$ cat config.mk
export PLATFORM = sky130hd
export DESIGN_NAME = grid_accumulate
export DESIGN_NICKNAME = d
export VERILOG_FILES = /design/src/rtl/grid_accumulate_pkg.sv /design/src/rtl/grid_cell_update.sv /design/src/rtl/grid_accumulate.sv
export SDC_FILE = /design/constraint.sdc
export NUM_CORES = 1
export LEC_CHECK = 0
export CAP_MARGIN = 30
export CORE_ASPECT_RATIO = 2
export CORE_MARGIN = 2
export CORE_UTILIZATION = 50
export DETAILED_ROUTE_END_ITERATION = 8
export GPL_TIMING_DRIVEN = 0
export PLACE_DENSITY = 0.87
export SETUP_SLACK_MARGIN = 0.2
export SLEW_MARGIN = 10
export SYNTH_ARGS = -nofsm -noshare
export SYNTH_HDL_FRONTEND = slang
export SYNTH_SLANG_ARGS = --single-unit
$ cat constraint.sdc
create_clock -name clk -period 7.4 [get_ports clk]
set_clock_uncertainty 0.05 [all_clocks]
set_input_delay 1.11 -clock clk [delete_from_list [all_inputs] [get_ports clk]]
set_output_delay 1.11 -clock clk [all_outputs]
set_load 0.005 [all_outputs]
$ cat src/rtl/grid_accumulate_pkg.sv
// Shared grid constants, cell field layout and helpers for the grid write side
// and the statistics reader.
package grid_accumulate_pkg;

    localparam int CELL_W   = 48;
    localparam int GRAY_MSB = 47;
    localparam int GRAY_LSB = 32;
    localparam int CNT_MSB  = 31;
    localparam int CNT_LSB  = 24;
    localparam int DIST_MSB = 23;
    localparam int DIST_LSB = 0;

    localparam int ADDR_W         = 8;
    localparam int SAMPLE_W       = 16;
    localparam int MAX_VALUE_ADDR = 80;
    localparam int GRID_SHIFT     = 5;
    localparam int RAM_RD_LAT     = 2;

    typedef enum logic [1:0] {
        IDLE,
        RD,
        WAIT,
        WR
    } acc_state_t;

    function automatic logic [SAMPLE_W-1:0] sat_add16(input logic [SAMPLE_W-1:0] a,
                                                      input logic [SAMPLE_W-1:0] b);
        logic [SAMPLE_W:0] sum;
        sum = {1'b0, a} + {1'b0, b};
        return sum[SAMPLE_W] ? {SAMPLE_W{1'b1}} : sum[SAMPLE_W-1:0];
    endfunction

endpackage

$ cat src/rtl/grid_cell_update.sv
// Combinational cell update: folds one ranging sample into a grid cell and
// flags cells whose hit count can no longer grow.
module grid_cell_update
    import grid_accumulate_pkg::*;
(
    input  logic [CELL_W-1:0]   old_cell,
    input  logic [SAMPLE_W-1:0] sample_dist,
    input  logic [SAMPLE_W-1:0] sample_gray,
    output logic [CELL_W-1:0]   new_cell,
    output logic                saturated
);

    logic [GRAY_MSB-GRAY_LSB:0] gray_sum;
    logic [CNT_MSB-CNT_LSB:0]   count;
    logic [DIST_MSB-DIST_LSB:0] dist_sum;

    assign gray_sum  = old_cell[GRAY_MSB:GRAY_LSB];
    assign count     = old_cell[CNT_MSB:CNT_LSB];
    assign dist_sum  = old_cell[DIST_MSB:DIST_LSB];
    assign saturated = &count;

    // dist_sum cannot overflow: 255 samples of at most 16 bits fit in 24 bits.
    always_comb begin
        new_cell                    = '0;
        new_cell[GRAY_MSB:GRAY_LSB] = sat_add16(gray_sum, sample_gray);
        new_cell[CNT_MSB:CNT_LSB]   = count + 8'd1;
        new_cell[DIST_MSB:DIST_LSB] = dist_sum + {8'd0, sample_dist};
    end

endmodule

$ cat src/rtl/grid_accumulate.sv
// Bins ranging samples into distance grid cells and read-modify-writes the
// ping-pong grid RAM bank that the statistics reader is not using.
module grid_accumulate
    import grid_accumulate_pkg::*;
(
    input  logic                clk,
    input  logic                rst,
    input  logic                zero_flag,
    input  logic                tannis_change,
    input  logic                sample_valid,
    output logic                sample_ready,
    input  logic [SAMPLE_W-1:0] sample_dist,
    input  logic [SAMPLE_W-1:0] sample_gray,
    output logic                tannis1_left_wren,
    output logic [CELL_W-1:0]   tannis1_left_wrdata,
    output logic [ADDR_W-1:0]   tannis1_left_addr,
    output logic                tannis1_left_rden,
    input  logic [CELL_W-1:0]   tannis1_left_rddata,
    output logic                tannis2_left_wren,
    output logic [CELL_W-1:0]   tannis2_left_wrdata,
    output logic [ADDR_W-1:0]   tannis2_left_addr,
    output logic                tannis2_left_rden,
    input  logic [CELL_W-1:0]   tannis2_left_rddata,
    output logic [15:0]         drop_cnt
);

    localparam int                IDX_W     = SAMPLE_W - GRID_SHIFT;
    localparam int                WAIT_CYC  = RAM_RD_LAT - 1;
    localparam logic [IDX_W-1:0]  MAX_IDX   = IDX_W'(MAX_VALUE_ADDR);
    localparam logic [3:0]        WAIT_LAST = 4'((WAIT_CYC > 0) ? WAIT_CYC - 1 : 0);

    acc_state_t state, next_state;

    logic [IDX_W-1:0]    sample_idx;
    logic                accept;
    logic                out_of_range;

    logic [ADDR_W-1:0]   idx_q;
    logic [SAMPLE_W-1:0] dist_q;
    logic [SAMPLE_W-1:0] gray_q;
    logic                bank2_q;
    logic [3:0]          wait_cnt;

    logic [CELL_W-1:0]   old_cell;
    logic [CELL_W-1:0]   new_cell;
    logic                cell_saturated;

    logic                rden1_d, rden2_d, wren1_d, wren2_d;
    logic [ADDR_W-1:0]   addr1_d, addr2_d;
    logic [CELL_W-1:0]   wrdata1_d, wrdata2_d;
    logic                drop_inc;

    assign sample_idx   = IDX_W'(sample_dist >> GRID_SHIFT);
    assign accept       = sample_valid & sample_ready;
    assign out_of_range = (sample_idx > MAX_IDX);
    assign old_cell     = bank2_q ? tannis2_left_rddata : tannis1_left_rddata;

    grid_cell_update u_cell_update (
        .old_cell    (old_cell),
        .sample_dist (dist_q),
        .sample_gray (gray_q),
        .new_cell    (new_cell),
        .saturated   (cell_saturated)
    );

    // NOTE: sequential state uses non-blocking assignments so every flop samples
    // pre-edge values regardless of process ordering.
    always_ff @(posedge clk) begin
        if (rst) begin
            state <= IDLE;
        end else begin
            state <= next_state;
        end
    end

    // NOTE: every always_comb output gets a default first; a path that leaves
    // one unassigned would infer a latch.
    always_comb begin
        next_state = state;
        case (state)
            IDLE:    if (accept && !out_of_range) next_state = RD;
            RD:      next_state = (WAIT_CYC == 0) ? WR : WAIT;
            WAIT:    if (wait_cnt == WAIT_LAST) next_state = WR;
            WR:      next_state = IDLE;
            default: next_state = IDLE;
        endcase
    end

    // NOTE: the sample latches and wait counter carry no reset; they are always
    // loaded before use, and state/strobes are what reset must clear.
    always_ff @(posedge clk) begin
        if (accept) begin
            idx_q   <= sample_idx[ADDR_W-1:0];
            dist_q  <= sample_dist;
            gray_q  <= sample_gray;
            bank2_q <= tannis_change;
        end
        if (state == RD) begin
            wait_cnt <= '0;
        end else if (state == WAIT) begin
            wait_cnt <= wait_cnt + 4'd1;
        end
    end

    // Next values of the registered RAM strobes; the read is launched straight
    // from the accept so rden appears the cycle after the sample is taken.
    always_comb begin
        rden1_d   = 1'b0;
        rden2_d   = 1'b0;
        wren1_d   = 1'b0;
        wren2_d   = 1'b0;
        addr1_d   = '0;
        addr2_d   = '0;
        wrdata1_d = '0;
        wrdata2_d = '0;
        drop_inc  = 1'b0;
        case (state)
            IDLE: begin
                if (accept) begin
                    if (out_of_range) begin
                        drop_inc = 1'b1;
                    end else if (tannis_change) begin
                        rden2_d = 1'b1;
                        addr2_d = sample_idx[ADDR_W-1:0];
                    end else begin
                        rden1_d = 1'b1;
                        addr1_d = sample_idx[ADDR_W-1:0];
                    end
                end
            end
            WR: begin
                if (cell_saturated) begin
                    drop_inc = 1'b1;
                end else if (bank2_q) begin
                    wren2_d   = 1'b1;
                    addr2_d   = idx_q;
                    wrdata2_d = new_cell;
                end else begin
                    wren1_d   = 1'b1;
                    addr1_d   = idx_q;
                    wrdata1_d = new_cell;
                end
            end
            default: ;
        endcase
    end

    always_ff @(posedge clk) begin
        if (rst) begin
            sample_ready        <= 1'b0;
            tannis1_left_rden   <= 1'b0;
            tannis2_left_rden   <= 1'b0;
            tannis1_left_wren   <= 1'b0;
            tannis2_left_wren   <= 1'b0;
            tannis1_left_addr   <= '0;
            tannis2_left_addr   <= '0;
            tannis1_left_wrdata <= '0;
            tannis2_left_wrdata <= '0;
        end else begin
            sample_ready        <= (next_state == IDLE);
            tannis1_left_rden   <= rden1_d;
            tannis2_left_rden   <= rden2_d;
            tannis1_left_wren   <= wren1_d;
            tannis2_left_wren   <= wren2_d;
            tannis1_left_addr   <= addr1_d;
            tannis2_left_addr   <= addr2_d;
            tannis1_left_wrdata <= wrdata1_d;
            tannis2_left_wrdata <= wrdata2_d;
        end
    end

    // A revolution start clears the counter even if a drop lands the same cycle.
    always_ff @(posedge clk) begin
        if (rst || zero_flag) begin
            drop_cnt <= '0;
        end else if (drop_inc && (drop_cnt != 16'hFFFF)) begin
            drop_cnt <= drop_cnt + 16'd1;
        end
    end

endmodule

Word-level counts from Yosys, hierarchy flattened. Cells that the tools add are included.

Bitwise logic cells: 5. Add/sub/neg operators: 5. Equality and inequality tests: 4. Multiplexer cells: 25. Magnitude comparators: 1. Reduce and logical (&&, ||, !) cells: 12.

Operators by type and width (number): 8-bit 2-to-1 mux (10); 48-bit 2-to-1 mux (1); 8-bit one-hot mux with 2 select lines (2); 24-bit by 16-bit adder with 24-bit output (1); 16-bit by 16-bit adder with 17-bit output (1); 16-bit by 1-bit adder with 16-bit output (second input constant) (1); 16-bit 2-to-1 mux (1); 16-bit != test (second input constant) (1); 4-bit OR reduction (3); 11-bit by 7-bit > comparator with 1-bit output (second input constant) (1); 8-bit by 1-bit adder with 8-bit output (second input constant) (1); 2-bit one-hot mux with 4 select lines (1); 8-bit AND reduction (1); 1-bit 2-to-1 mux (7); 4-bit by 1-bit adder with 4-bit output (second input constant) (1); 2-bit equality test (second input constant) (2); 2-bit logical NOT (2); 4-bit logical NOT (1); 2-bit 2-to-1 mux (2); 1-bit NOT (4); 3-bit OR reduction (1); 2-bit by 1-bit equality test with 1-bit output (second input constant) (1); 1-bit logical AND (2); 1-bit one-hot mux with 2 select lines (1); 3 further kinds (3).

Logic and storage cells: 68. Register bits after elaboration: 180.

Longest topological paths before layout.
Word-level depth: 6. Mapped depth: 15. Depth with buffers taken out: 9.

Hierarchy. A second synthesis with hierarchy kept.

Cells, all modules: 777. Area, all modules: 8026.4 um^2.

Modules (own cells, without submodules): grid_accumulate (area each 6079.6 um^2, cells an instance 504, sequential area each 3773.6 um^2, times used 1); grid_cell_update (area each 1946.9 um^2, cells an instance 273, sequential area each 0.0 um^2, times used 1).

Worst setup path before layout. No wires, ideal clock.

Path type: reg2reg. Start: register bank2_q. End: register tannis1_left_wrdata[23]. Setup time: 0.072 ns. Slack: 3.702 ns. Arrival time: 3.576 ns. Cell stages (with the launch flop): 14. Required time: 7.278 ns. Path through: edfxtp_1 -> buf_6 -> buf_2 -> buf_1 -> clkbuf_1 -> buf_2 -> mux2_2 -> ha_1 -> clkbuf_1 -> nor3b_2 -> and3_1 -> o2111ai_1 -> a211oi_1 -> mux2i_1.

Word-level cells in the longest chain between the ends: 3. Elaborated cells on any way between the ends: 4. Classes of those cells: add/sub (1); mux (1); reduce/logical (2).

RTL lines: from (decl) (line grid_accumulate.sv:41) `logic bank2_q;`; from (signal assigned) (line grid_accumulate.sv:96) `bank2_q <= tannis_change;`; parallel branches: the longest is 3 deep, another holds 24-bit by 16-bit adder with 24-bit output; to (signal assigned) (line grid_accumulate.sv:167) `tannis1_left_wrdata <= wrdata1_d;`; to (decl) (line grid_accumulate.sv:15) `output logic [CELL_W-1:0] tannis1_left_wrdata,`.

Parallel ways; which one is timed is not known. A chain may end at the register's enable or synchronous reset.

Worst setup path after layout.
Start: register bank2_q. End: register tannis1_left_wrdata[16].

The elaborated chain is that of the path after synthesis.

==> metrics list <==
* Post-DP Area: 10830 um^2
- FF/Latch Area: 3774 um^2
- Routed via count divided by cell count: 5.697
* Count of yosys warnings during synthesis: 0
- The first global-routing pass estimated 37880 um of wire.
* Count of max-cap constraint violations: 0
* Share of synthesized registers carrying an async set or reset: 0%
* CTS-repair resized insts: 0
* Weighted congestion reported at the end of routability-driven placement: 0.8905
* Wirelength, routed: 24050 um
* Number of pins with negative max-slew slack in the final report: 0
- STA classifies the critical path endpoint as a flop.
* Violated checks: DRC
* Hold_ws: 0.4549 ns
* Overall global routing resource usage: 28.60%
- Maximum clock insertion buffer count: 2
- Based on the critical path, the design can be clocked at up to 197.4 MHz.
- Worst min path class: flop to flop
- Total DRC errors in the routed layout: 1
- Summing all non-filler instances in the final layout gives an area of 11450 um^2.
- Via count of the first global-routing pass: 7535
* Leakage: 4.380 nW
- Entering global routing, the biggest net connects 21 pins.
- In this run the worst path has a maximum fanout of 10.
- At the later pin of the worst-skew pair, clock insertion delay measures 0.43 ns.
* Number of antenna violations at the first check in global routing: 1
- Unrepaired setup endpoints after global routing: no
- After clock tree synthesis, the flow added hold-fix buffers numbering 0.
* Vertical die dimension: 181.7 um
- The finished layout holds 1287 standard cells, fillers aside.
- Top area cells in the synthesized netlist: sky130_fd_sc_hd__dfxtp_1 (35%), sky130_fd_sc_hd__edfxtp_1 (13%), sky130_fd_sc_hd__ha_1 (6.3%)
- Number of sinks handled by clock tree synthesis: 172
- Shortest clock period the worst path allows after layout: 5.067 ns
- Of the available clock period, the critical path in the final layout requires 68.47%.
- 266 I/O pins were placed.
- Drt first pass iters: 7
- Multi-input logic area: 3935 um^2
- Root buffer cell: sky130_fd_sc_hd__clkbuf_16
- Area inside the core boundary: 15620 um^2
- Setup violations remaining at the end of the flow were counted as 0.
- CTS built an H-tree with a depth of 4.
* Die width: 92.86 um
- Dividing the detail-routed wire length by the instance count gives 18.68 um.
- IR analysis of the VDD net gives a maximum drop of 0.0001649 V.
- After detailed placement, the design holds a cell count of 1254.
- Yosys mapped the design onto 64 distinct sky130hd cell types.
- After synthesis the netlist holds a flip-flop and latch count of 172.
- Adding up every negative setup slack in the final design gives 0 ns.
- Data on the critical path arrives at its endpoint at 5.31 ns.
- Row generation in the floorplan step produced 65 rows.
- Total via count in the routed design: 7332
* Cell type with the largest total area after synthesis: sky130_fd_sc_hd__dfxtp_1
- Once detail routing completed, the nets flagged for antenna violations numbered 0.
- CTS tree: built
- Detailed placement finished with a half-perimeter wire length of 18120 um.
- STA classifies the critical path startpoint as a flop.
- The total overflow left after global routing is 0.
* Post-Synthesis Mean Instance Area: 10.03 um^2
* Status: complete, but fails checks
* Area share of the leading cell type in the synthesized netlist: 35.24%
- Number of port buffers: 265
- The initial utilization of the core area, before any placement, comes to 50.57%.
- Clock edge transition at the registers on the reported setup and hold paths: 0.07 ns
* Total design power: 0.002282 W
* Number of hold violations in the final report: 0
* Layout fillers: 1134
- Yosys mapped a number of flops with a built-in enable equal to 33.
* Share of layout cells above drive strength 1: 8.203%
- Required @ worst endpoint: 7.64 ns
* Number of DRC markers in iteration 0: 392
- CP Class: flop to flop
* Power density of the placed cells: 199.4 nW/um^2
* Number of standard cells after synthesis: 787
- Compared with the post-synthesis result, the final layout area differs by 44.99%.
- Synthesis produced a netlist with a net count of 962.
- The number of clock buffers added by TritonCTS is 17.
- Total die area: 16870 um^2
* Worst-Margin Slew: 0.6879 ns
* Sequential fraction of the synthesis area: 47.79%
* Synth Cell Area: 7896 um^2
- In this run the tightest slew margin relative to its limit is 53.79%.
* Predominant post-synthesis flop cell: sky130_fd_sc_hd__dfxtp_1
* Post-CTS setup buffer count: 0
- Final net count: 1247
-- cells in the final DEF (no fill, tap or decap), types with 8 or more instances in the layout --
master and n:
sky130_fd_sc_hd__a211oi_1 8, sky130_fd_sc_hd__clkbuf_1 20, sky130_fd_sc_hd__nor2_1 98, sky130_fd_sc_hd__nand2_1 39, sky130_fd_sc_hd__a22oi_1 12, sky130_fd_sc_hd__nor3_1 11, sky130_fd_sc_hd__ha_1 40, sky130_fd_sc_hd__clkdlybuf4s50_1 265
sky130_fd_sc_hd__nand3_1 21, sky130_fd_sc_hd__edfxtp_1 33, sky130_fd_sc_hd__xnor2_1 20, sky130_fd_sc_hd__clkbuf_16 18, sky130_fd_sc_hd__mux2_2 37, sky130_fd_sc_hd__a21oi_1 60, sky130_fd_sc_hd__dfxtp_1 139, sky130_fd_sc_hd__and3_1 16
sky130_fd_sc_hd__nand4_1 9, sky130_fd_sc_hd__o21ai_0 33, sky130_fd_sc_hd__a21o_1 18, sky130_fd_sc_hd__inv_1 13, sky130_fd_sc_hd__or3_1 8, sky130_fd_sc_hd__xor2_1 19, sky130_fd_sc_hd__and2_1 14
-- synth_stat cells, types with 6 or more instances --
library cell,instances
sky130_fd_sc_hd__mux2_2,37
sky130_fd_sc_hd__nor3_1,11
sky130_fd_sc_hd__nor2_1,98
sky130_fd_sc_hd__buf_2,6
sky130_fd_sc_hd__xnor2_1,20
sky130_fd_sc_hd__edfxtp_1,33
sky130_fd_sc_hd__o21ai_0,33
sky130_fd_sc_hd__nand3_1,21
sky130_fd_sc_hd__nand4_1,9
sky130_fd_sc_hd__mux2i_1,6
sky130_fd_sc_hd__xor2_1,19
sky130_fd_sc_hd__or3_1,8
sky130_fd_sc_hd__or4_1,7
sky130_fd_sc_hd__o31ai_1,7
sky130_fd_sc_hd__dfxtp_1,139
sky130_fd_sc_hd__clkbuf_1,21
sky130_fd_sc_hd__nand2_1,39
sky130_fd_sc_hd__a21oi_1,60
sky130_fd_sc_hd__a211o_1,6
sky130_fd_sc_hd__and3_1,16
sky130_fd_sc_hd__and2_1,14
sky130_fd_sc_hd__ha_1,40
sky130_fd_sc_hd__inv_1,13
sky130_fd_sc_hd__a21o_1,18
sky130_fd_sc_hd__nor3b_1,7
sky130_fd_sc_hd__a211oi_1,8
sky130_fd_sc_hd__a22oi_1,12
-- power by group --
part           internal (W)  switching, W
Sequential         0.000971     0.0000118
Clock              0.000534      0.000394
Combinational      0.000177      0.000194
-- cell type report --
cell class	instances	share of cell area [%]
multi-input cells	571	34.37
well taps	201	2.197
repair buffers	266	23.41
flip-flops and latches	172	32.96
clock inverters	13	1.333
clock buffers	19	4.055
diodes	1	0.02186
inverters	14	0.4590
plain buffers	30	1.191
-- state kept, by name, indices dropped and copies added, names as in the netlist, 2 cells and up --
signal / count
dist_q: 9
tannis1_left_addr: 8
gray_q: 16
idx_q: 7
wait_cnt: 4
tannis2_left_addr: 8
state: 2
drop_cnt: 16
tannis1_left_wrdata: 48
tannis2_left_wrdata: 48
-- path summary, 6_finish.rpt --
check | cells past startpoint | startpoint | slack, ns | to
max | 14 | bank2_q | 2.33 | tannis1_left_wrdata[16]
min | 2 | drop_cnt[6] | 0.45 | drop_cnt[6]
max reg2reg | 14 | bank2_q | 2.33 | tannis1_left_wrdata[16]
min reg2reg | 2 | drop_cnt[6] | 0.45 | drop_cnt[6]
-- routing by layer --
layer | global-route usage, % | routed length [um]
met3 | 7.510 | 2072
met4 | 13.94 | 961
met1 | 31.96 | 8996
met2 | 49.62 | 12010
met5 | 0 | 0
-- kinds of logic (layout without fill, tap and decap cells) --
family / after synthesis / count (layout) / share of synthesized area [%]
DFF: 172 / 172 / 47.79
xor gates and xnor gates: 39 / 39 / 4.326
muxes: 43 / 43 / 6.037
other: 0 / 1 / 0
and+or+nand+nor: 256 / 256 / 16.46
buffers and inverters: 44 / 342 / 2.377
adders and majority gates: 42 / 42 / 6.845
AOI/OAI and AO/OA: 191 / 191 / 16.16
-- critical path, stage by stage, from the launching register on --
cell and delay, ns:
sky130_fd_sc_hd__edfxtp_1 0.36, sky130_fd_sc_hd__buf_6 0.15, sky130_fd_sc_hd__buf_2 0.27, sky130_fd_sc_hd__buf_1 0.49
sky130_fd_sc_hd__clkbuf_1 0.60, sky130_fd_sc_hd__buf_2 0.42, sky130_fd_sc_hd__mux2_2 0.40, sky130_fd_sc_hd__ha_1 0.24
sky130_fd_sc_hd__fa_1 0.44, sky130_fd_sc_hd__a211o_1 0.28, sky130_fd_sc_hd__a21oi_1 0.38, sky130_fd_sc_hd__o2111ai_1 0.27
sky130_fd_sc_hd__nand2_1 0.28, sky130_fd_sc_hd__xnor2_1 0.21, sky130_fd_sc_hd__nor2_1 0.08
-- metrics by stage --
stage / util (%) / setup slack, ns
3_3_place_gp: 69.17 / 2.558
4_1_cts: 73.30 / 2.385
2_1_floorplan: - / 3.702
6_report: 73.32 / 2.333
5_1_grt: 73.32 / 2.129
3_5_place_dp: 69.35 / 2.500
No activity file was read; power rests on OpenSTA's default activity.
